### src/rtl/wb_arbiter.sv
// wb_arbiter: single writer for the register-file write port.
// Merges single-cycle ALU results with load results. Loads are queued in a
// small circular FIFO, and a starvation counter forces the FIFO head through
// after it has waited STARVE_MAX cycles behind ALU traffic.
// Optional feature macro: WB_X0_FILTER_EN. When it is defined, writes to x0
// are dropped here instead of being passed on to the register file.
module wb_arbiter #(
  parameter int DEPTH      = 4,
  parameter int STARVE_MAX = 3
) (
  input  logic                   clk,
  input  logic                   rst,
  input  logic                   alu_valid,
  output logic                   alu_ready,
  input  logic [4:0]             alu_rd,
  input  logic [31:0]            alu_data,
  input  logic                   ld_valid,
  output logic                   ld_ready,
  input  logic [4:0]             ld_rd,
  input  logic [31:0]            ld_data,
  output logic                   wen,
  output logic [4:0]             regW_sel,
  output logic [31:0]            regW_i,
  output logic [$clog2(DEPTH):0] ld_count
);

  localparam int PW = $clog2(DEPTH);
  localparam int CW = PW + 1;
  localparam int SW = $clog2(STARVE_MAX + 1);
  localparam logic [CW-1:0] DEPTH_C = CW'(DEPTH);
  localparam logic [SW-1:0] SMAX_C  = SW'(STARVE_MAX);

  // Pointer increment; DEPTH is a power of two, so natural overflow wraps.
  function automatic logic [PW-1:0] next_ptr(input logic [PW-1:0] p);
    return p + PW'(1);
  endfunction

  logic [36:0]   mem_r [DEPTH];
  logic [PW-1:0] wr_ptr_r;
  logic [PW-1:0] rd_ptr_r;
  logic [CW-1:0] ld_count_r;
  logic [SW-1:0] cnt_r;
  logic          wen_r;
  logic [4:0]    sel_r;
  logic [31:0]   data_r;

  logic          empty_s;
  logic          full_s;
  logic          starve_s;
  logic          alu_wr_s;
  logic          push_s;
  logic          pop_s;
  logic          wr_en_s;
  logic [36:0]   head_s;
  logic [4:0]    wr_rd_s;
  logic [31:0]   wr_data_s;
  logic [CW-1:0] ld_count_nx_s;

  // Arbitration: starvation first, then ALU, then FIFO head, else idle.
  always_comb begin
    empty_s   = (ld_count_r == CW'(0));
    full_s    = (ld_count_r == DEPTH_C);
    starve_s  = (cnt_r == SMAX_C) && !empty_s;
    ld_ready  = !full_s;
    alu_ready = !starve_s;
    head_s    = mem_r[rd_ptr_r];
`ifdef WB_X0_FILTER_EN
    // x0 results are accepted but produce no write and no FIFO entry.
    alu_wr_s  = alu_valid && !starve_s && (alu_rd != 5'd0);
    push_s    = ld_valid && !full_s && (ld_rd != 5'd0);
`else
    alu_wr_s  = alu_valid && !starve_s;
    push_s    = ld_valid && !full_s;
`endif
    // A starving head always pops, because alu_wr_s is forced low then.
    pop_s     = !empty_s && !alu_wr_s;
    wr_en_s   = alu_wr_s || pop_s;
    if (alu_wr_s) begin
      wr_rd_s   = alu_rd;
      wr_data_s = alu_data;
    end else if (pop_s) begin
      wr_rd_s   = head_s[36:32];
      wr_data_s = head_s[31:0];
    end else begin
      wr_rd_s   = sel_r;
      wr_data_s = data_r;
    end
    case ({push_s, pop_s})
      2'b10:   ld_count_nx_s = ld_count_r + CW'(1);
      2'b01:   ld_count_nx_s = ld_count_r - CW'(1);
      default: ld_count_nx_s = ld_count_r;
    endcase
  end

  // FIFO storage; stale entries are harmless because the pointers define validity.
  always_ff @(posedge clk) begin
    if (push_s) begin
      mem_r[wr_ptr_r] <= {ld_rd, ld_data};
    end
  end

  // FIFO pointers, occupancy and starvation counter.
  always_ff @(posedge clk or posedge rst) begin
    if (rst) begin
      wr_ptr_r   <= '0;
      rd_ptr_r   <= '0;
      ld_count_r <= '0;
      cnt_r      <= '0;
    end else begin
      if (push_s) begin
        wr_ptr_r <= next_ptr(wr_ptr_r);
      end
      if (pop_s) begin
        rd_ptr_r <= next_ptr(rd_ptr_r);
      end
      ld_count_r <= ld_count_nx_s;
      if (empty_s || pop_s) begin
        cnt_r <= '0;
      end else if (cnt_r != SMAX_C) begin
        cnt_r <= cnt_r + SW'(1);
      end
    end
  end

  // Registered write port; address/data hold when there is no write.
  always_ff @(posedge clk or posedge rst) begin
    if (rst) begin
      wen_r  <= 1'b0;
      sel_r  <= 5'd0;
      data_r <= 32'd0;
    end else begin
      wen_r  <= wr_en_s;
      sel_r  <= wr_rd_s;
      data_r <= wr_data_s;
    end
  end

  assign wen      = wen_r;
  assign regW_sel = sel_r;
  assign regW_i   = data_r;
  assign ld_count = ld_count_r;

endmodule

### config.mk
export PLATFORM = sky130hd
export DESIGN_NAME = wb_arbiter
export DESIGN_NICKNAME = d
export VERILOG_FILES = /design/src/rtl/wb_arbiter.sv
export SDC_FILE = /design/constraint.sdc
export NUM_CORES = 1
export LEC_CHECK = 0
export BUFFER_PORTS_ARGS = -buffer_cell sky130_fd_sc_hd__buf_4
export CORE_MARGIN = 5
export CORE_UTILIZATION = 40
export CTS_CLUSTER_SIZE = 12
export DETAILED_ROUTE_END_ITERATION = 10
export PLACE_DENSITY_LB_ADDON = 0.15
export SLEW_MARGIN = 10
export SYNTH_ARGS = -nofsm -noshare
export SYNTH_HDL_FRONTEND = slang
export SYNTH_SLANG_ARGS = --single-unit
### constraint.sdc
create_clock -name clk -period 2.5 [get_ports clk]
set_input_delay 0.375 -clock clk [delete_from_list [all_inputs] [get_ports clk]]
set_output_delay 0.375 -clock clk [all_outputs]
set_load 0.01 [all_outputs]
==> out/results.txt <==
The clock buffer count from CTS is 17, and the largest clock skew in the final design is 6.53 ps. The number of antenna violations at the first check in global routing came out at 0. The part of the total power dissipated in combinational logic is 28.8%, and the routed wirelength normalized by instance count is 21.3 µm. For the finished layout, the period the worst path requires is 2320 ps.

The tools report the iteration-0 DRC count of the detailed router as 215. The worst pin sits at a relative slew slack of 49.4%. The multiplexer area fraction after synthesis was 11.4%. The share of synthesized area in the top cell type comes to 59.4%.

The run gives 1523 as the number of fill cells. For the source-to-sink clock delay at the later pin of the worst-skew pair, the log shows 430 ps. The share of synthesized area occupied by flip-flops and latches was 75.2%; the per-cell via count in the routed design was 5.40. The first global-routing pass estimated 24.7 mm of wire. Detailed placement finished with a half-perimeter wire length of 10.0 mm. Summing the areas of all compound-gate instances in the mapped netlist gives 5.29% of the synthesized area. The number of instances in the synthesized netlist was 366; the internal power was 7810 µW.

Static timing analysis puts the maximum clock frequency at 0.431 GHz. The cell area power density came out at 1150 nW/µm². The floorplan die height was 147 µm; the post-synthesis register bit count was 195. Total grt overflow: 0. At the end of routability-driven placement, the weighted congestion stood at 0.742. The max-slew violation total from the final report came out at 0. From synthesis to final layout, the design area changed by 26.0%.

The tool flagged a number of max-cap violations equal to 0. Of all cell types, the one taking the most synthesized area is sky130_fd_sc_hd__edfxtp_1. The post-synthesis xor/xnor area fraction came out at 0.703%. The antenna diode count is 0.

The maximum ir drop on the vdd rail was 0.000587 V. The critical path contains buffers and inverters numbering 3 combined. Type of origin of the critical path: a register.

The tools report the residual antenna-violating net count after detailed routing as 0. Measured on the finished design, the core utilization comes to 50.7%. In this run the static leakage power is 0.00359 µW. The simple logic cell fraction of the synthesized area works out to 4.13%. By area, the combinational part of the netlist is dominated by multiplexers. Data on the critical path is required at its endpoint by 2120 ps.

In this run, post-CTS repair resized a total of 0 instances. The path category of the worst min-delay check was in2async. The number of global-route vias before repair is 4380, and the cell count of the worst reg-to-reg path is 6.

For the total nets after synthesis, the log shows 451. The root buffer cell chosen for the clock tree is sky130_fd_sc_hd__clkbuf_16. In this run the register-to-register setup slack is 340 ps.

In this run the critical register-to-register path is captured at ld_count[1]. After floorplanning, the core was divided into 50 placement rows. Counting distinct cell types in the post-synthesis netlist gives 27. Setup repair after global routing left no endpoint under its margin. Wires add up to 15.9 mm.

The core region is 18600 µm². For this run, design rule violations remaining after detail routing come to 0. The mapped netlist covers 7480 µm².

For the pin with the worst max-slew slack, the measured transition is 757 ps. The tools report the net count reported at finish as 584. In this run the power spent charging and discharging nets is 3030 µW.

The count of buffers inserted at the top-level ports works out to 120. In this design, the stage delay of the slowest critical-path cell is 450 ps. The number of logic stages on the critical path including buffering works out to 4. TritonCTS built the clock tree.

The initial utilization of the core area, before any placement, comes to 40.2%. For the worst setup path, the data arrival time is 1940 ps. Entering global routing, the biggest net connects 41 pins.

Via count: 4029. Measured along the x axis, the die boundary spans 147 µm. The cell seen most often among critical-path stages is sky130_fd_sc_hd__buf_4.

The gate family responsible for the most delay along the worst path is buffers and inverters. In this run, flip-flops and latches consume 44.3% of the power. The tools report the final sum of negative setup slack as 0 ps. By startpoint and endpoint, the worst setup path is classified as reg2out. During synthesis, Yosys emitted a total of 0 warnings. Register clock-pin slew on the reported worst setup and hold paths: 70 ps.

The switching share of power works out to 28.0%. The origin of the critical flop-to-flop path is ld_count[0]. Per report_power, the clock group accounts for 26.9% of the total.

The adder-cell share of the synthesized area came out at 1.27%. The logs give 5 for the first-pass iteration count of the detailed router and 0 for the total setup violations reported at the end of the flow. For this design, the sink count on the clock tree is 195.

The tools report the depth of the CTS H-tree as 4. For the full die area, the log shows 21500 µm². Post-CTS timing repair inserted 0 buffers for setup. On the critical path, the stage with the largest delay is an instance of sky130_fd_sc_hd__buf_4.

For the number of hold violations in the final report, the log shows 0. Of all nets on the critical path, the largest fanout is 40. In this run the worst setup path begins at ld_count[0]. The per-instance average area after synthesis was 20.4 µm².

The share of the clock period used by the worst path was 92.8%; the fraction of layout instances using a drive strength above 1 was 42.0%. For this design the top-level I/O count stands at 121. The critical path goes through buf_4 > o31ai_4 > buf_4 > buf_4. Yosys attributes the largest share of cell area to sky130_fd_sc_hd__edfxtp_1 59%, sky130_fd_sc_hd__dfrtp_1 16%, sky130_fd_sc_hd__mux4_2 11%. For the total global routing track utilization, the log shows 15.2%. The run finished with clean final reports. Following the worst setup path forward leads to its endpoint at alu_ready.

The clock passes through at most 2 buffers. For this design, the CTS-stage hold fixing added 0 buffers. The nature of the critical path endpoint is an output pin.
-- area by class of cell --
class | instances | area [µm²] | share of cell area, %
Clock buffer | 19 | 433 | 4.59
Tap cell | 234 | 293 | 3.11
Multi-Input combinational cell | 141 | 1740 | 18.5
Sequential cell | 195 | 5630 | 59.7
Timing Repair Buffer | 138 | 1100 | 11.7
Inverter | 6 | 22.5 | 0.239
Clock inverter | 13 | 209 | 2.22
-- power by group through the flow --
stage	logic, µW	clock network [µW]	registers, µW
after floorplan	1800	0	4860
after global placement	3150	0	4850
after detailed placement	3210	0	4890
after CTS	3210	2970	4830
after global routing	3380	3110	4910
final	3120	2910	4810
-- cell usage after synthesis --
master                     number
sky130_fd_sc_hd__edfxtp_1     148
sky130_fd_sc_hd__dfrtp_1       47
sky130_fd_sc_hd__and3_1        41
sky130_fd_sc_hd__a221o_1       37
sky130_fd_sc_hd__mux4_2        37
sky130_fd_sc_hd__clkbuf_1      11
sky130_fd_sc_hd__buf_2          7
sky130_fd_sc_hd__ha_1           6
sky130_fd_sc_hd__inv_1          6
sky130_fd_sc_hd__xnor2_1        4
sky130_fd_sc_hd__buf_6          3
sky130_fd_sc_hd__buf_1          2
sky130_fd_sc_hd__nor3_1         2
sky130_fd_sc_hd__xor2_1         2
sky130_fd_sc_hd__a211oi_1       1
sky130_fd_sc_hd__a21oi_1        1
sky130_fd_sc_hd__and2_1         1
sky130_fd_sc_hd__buf_4          1
sky130_fd_sc_hd__fa_1           1
sky130_fd_sc_hd__mux2_1         1
sky130_fd_sc_hd__mux2_2         1
sky130_fd_sc_hd__nand2_1        1
sky130_fd_sc_hd__nor2_1         1
sky130_fd_sc_hd__nor3b_1        1
sky130_fd_sc_hd__nor4_2         1
sky130_fd_sc_hd__o31ai_2        1
sky130_fd_sc_hd__or3b_1         1
-- placed cells by master, fill, tap and decap left out --
| master | synthesis | final |
|---|---|---|
| sky130_fd_sc_hd__inv_2 | 0 | 1 |
| sky130_fd_sc_hd__dfrtp_4 | 0 | 1 |
| sky130_fd_sc_hd__nand2_1 | 1 | 1 |
| sky130_fd_sc_hd__nor3b_1 | 1 | 1 |
| sky130_fd_sc_hd__or3b_1 | 1 | 1 |
| sky130_fd_sc_hd__dfrtp_2 | 0 | 1 |
| sky130_fd_sc_hd__and3_2 | 0 | 4 |
| sky130_fd_sc_hd__a21oi_4 | 0 | 1 |
| sky130_fd_sc_hd__inv_1 | 6 | 5 |
| sky130_fd_sc_hd__fa_1 | 1 | 1 |
| sky130_fd_sc_hd__buf_12 | 0 | 5 |
| sky130_fd_sc_hd__buf_4 | 1 | 133 |
| sky130_fd_sc_hd__clkbuf_1 | 11 | 2 |
| sky130_fd_sc_hd__mux4_2 | 37 | 37 |
| sky130_fd_sc_hd__bufinv_16 | 0 | 5 |
| sky130_fd_sc_hd__mux2_1 | 1 | 1 |
| sky130_fd_sc_hd__edfxtp_1 | 148 | 148 |
| sky130_fd_sc_hd__xnor2_1 | 4 | 4 |
| sky130_fd_sc_hd__ha_1 | 6 | 6 |
| sky130_fd_sc_hd__clkinvlp_4 | 0 | 5 |
| sky130_fd_sc_hd__mux2_2 | 1 | 1 |
| sky130_fd_sc_hd__and3_1 | 41 | 37 |
| sky130_fd_sc_hd__clkinv_1 | 0 | 1 |
| sky130_fd_sc_hd__a211oi_1 | 1 | 1 |
| sky130_fd_sc_hd__nor3_1 | 2 | 2 |
| sky130_fd_sc_hd__o31ai_4 | 0 | 1 |
| sky130_fd_sc_hd__nor4_4 | 0 | 1 |
| sky130_fd_sc_hd__and2_1 | 1 | 1 |
| sky130_fd_sc_hd__a221o_1 | 37 | 37 |
| sky130_fd_sc_hd__nor2_1 | 1 | 1 |
| sky130_fd_sc_hd__dfrtp_1 | 47 | 45 |
| sky130_fd_sc_hd__clkinv_4 | 0 | 2 |
| sky130_fd_sc_hd__xor2_1 | 2 | 2 |
| sky130_fd_sc_hd__clkbuf_16 | 0 | 17 |
-- worst min-delay path by stage --
| stage | from | endpoint | cells after the start |
|---|---|---|---|
| after floorplan | cnt_r[0] | cnt_r[0] | 1 |
| after global placement | cnt_r[0] | cnt_r[0] | 1 |
| after detailed placement | cnt_r[0] | cnt_r[0] | 1 |
| after CTS | rst | regW_i[9] | 2 |
| after global routing | rst | regW_i[23] | 2 |
| final | rst | regW_i[23] | 2 |
-- cell families after synthesis --
group / Yosys count
XOR/XNOR: 6
flip-flops: 195
adder cells (fa/ha/maj): 7
AND/OR/NAND/NOR: 49
AO/OA/AOI/OAI: 40
buffers and inverters: 30
multiplexers: 39
-- through the flow --
stage	worst slack [ps]	hold slack [ps]	cell area (µm²)	power (µW)	instances
after floorplan	280	416	7480	6660	366
after global placement	440	426	8780	8000	714
after detailed placement	361	438	8780	8100	714
after CTS	172	99.8	9420	11000	746
after global routing	118	126	9420	11400	746
final	181	90.5	9420	10800	746
-- worst register-to-register path, cell delays in order, from the launching register on --
cell and delay [ps]:
sky130_fd_sc_hd__dfrtp_1 380, sky130_fd_sc_hd__or3b_1 470, sky130_fd_sc_hd__and2_1 240, sky130_fd_sc_hd__inv_1 70, sky130_fd_sc_hd__ha_1 210, sky130_fd_sc_hd__fa_1 430, sky130_fd_sc_hd__mux2_2 260
-- state kept, by name, indices dropped and copies added (netlist names) --
register and flops:
regW_sel 5, wr_ptr_r 2, wen 1, rd_ptr_r 2
ld_count 3, mem_r 148, cnt_r 2, regW_i 32
-- per-layer routing --
layer,vias to the layer above,track usage (%),routed length (µm)
met5,-,0,0
met4,0,5.22,218
met3,16,3.82,718
met2,107,24.9,7940
met1,2119,19.8,7000
li1,1787,-,-
Power figures use the tool's default switching activity.
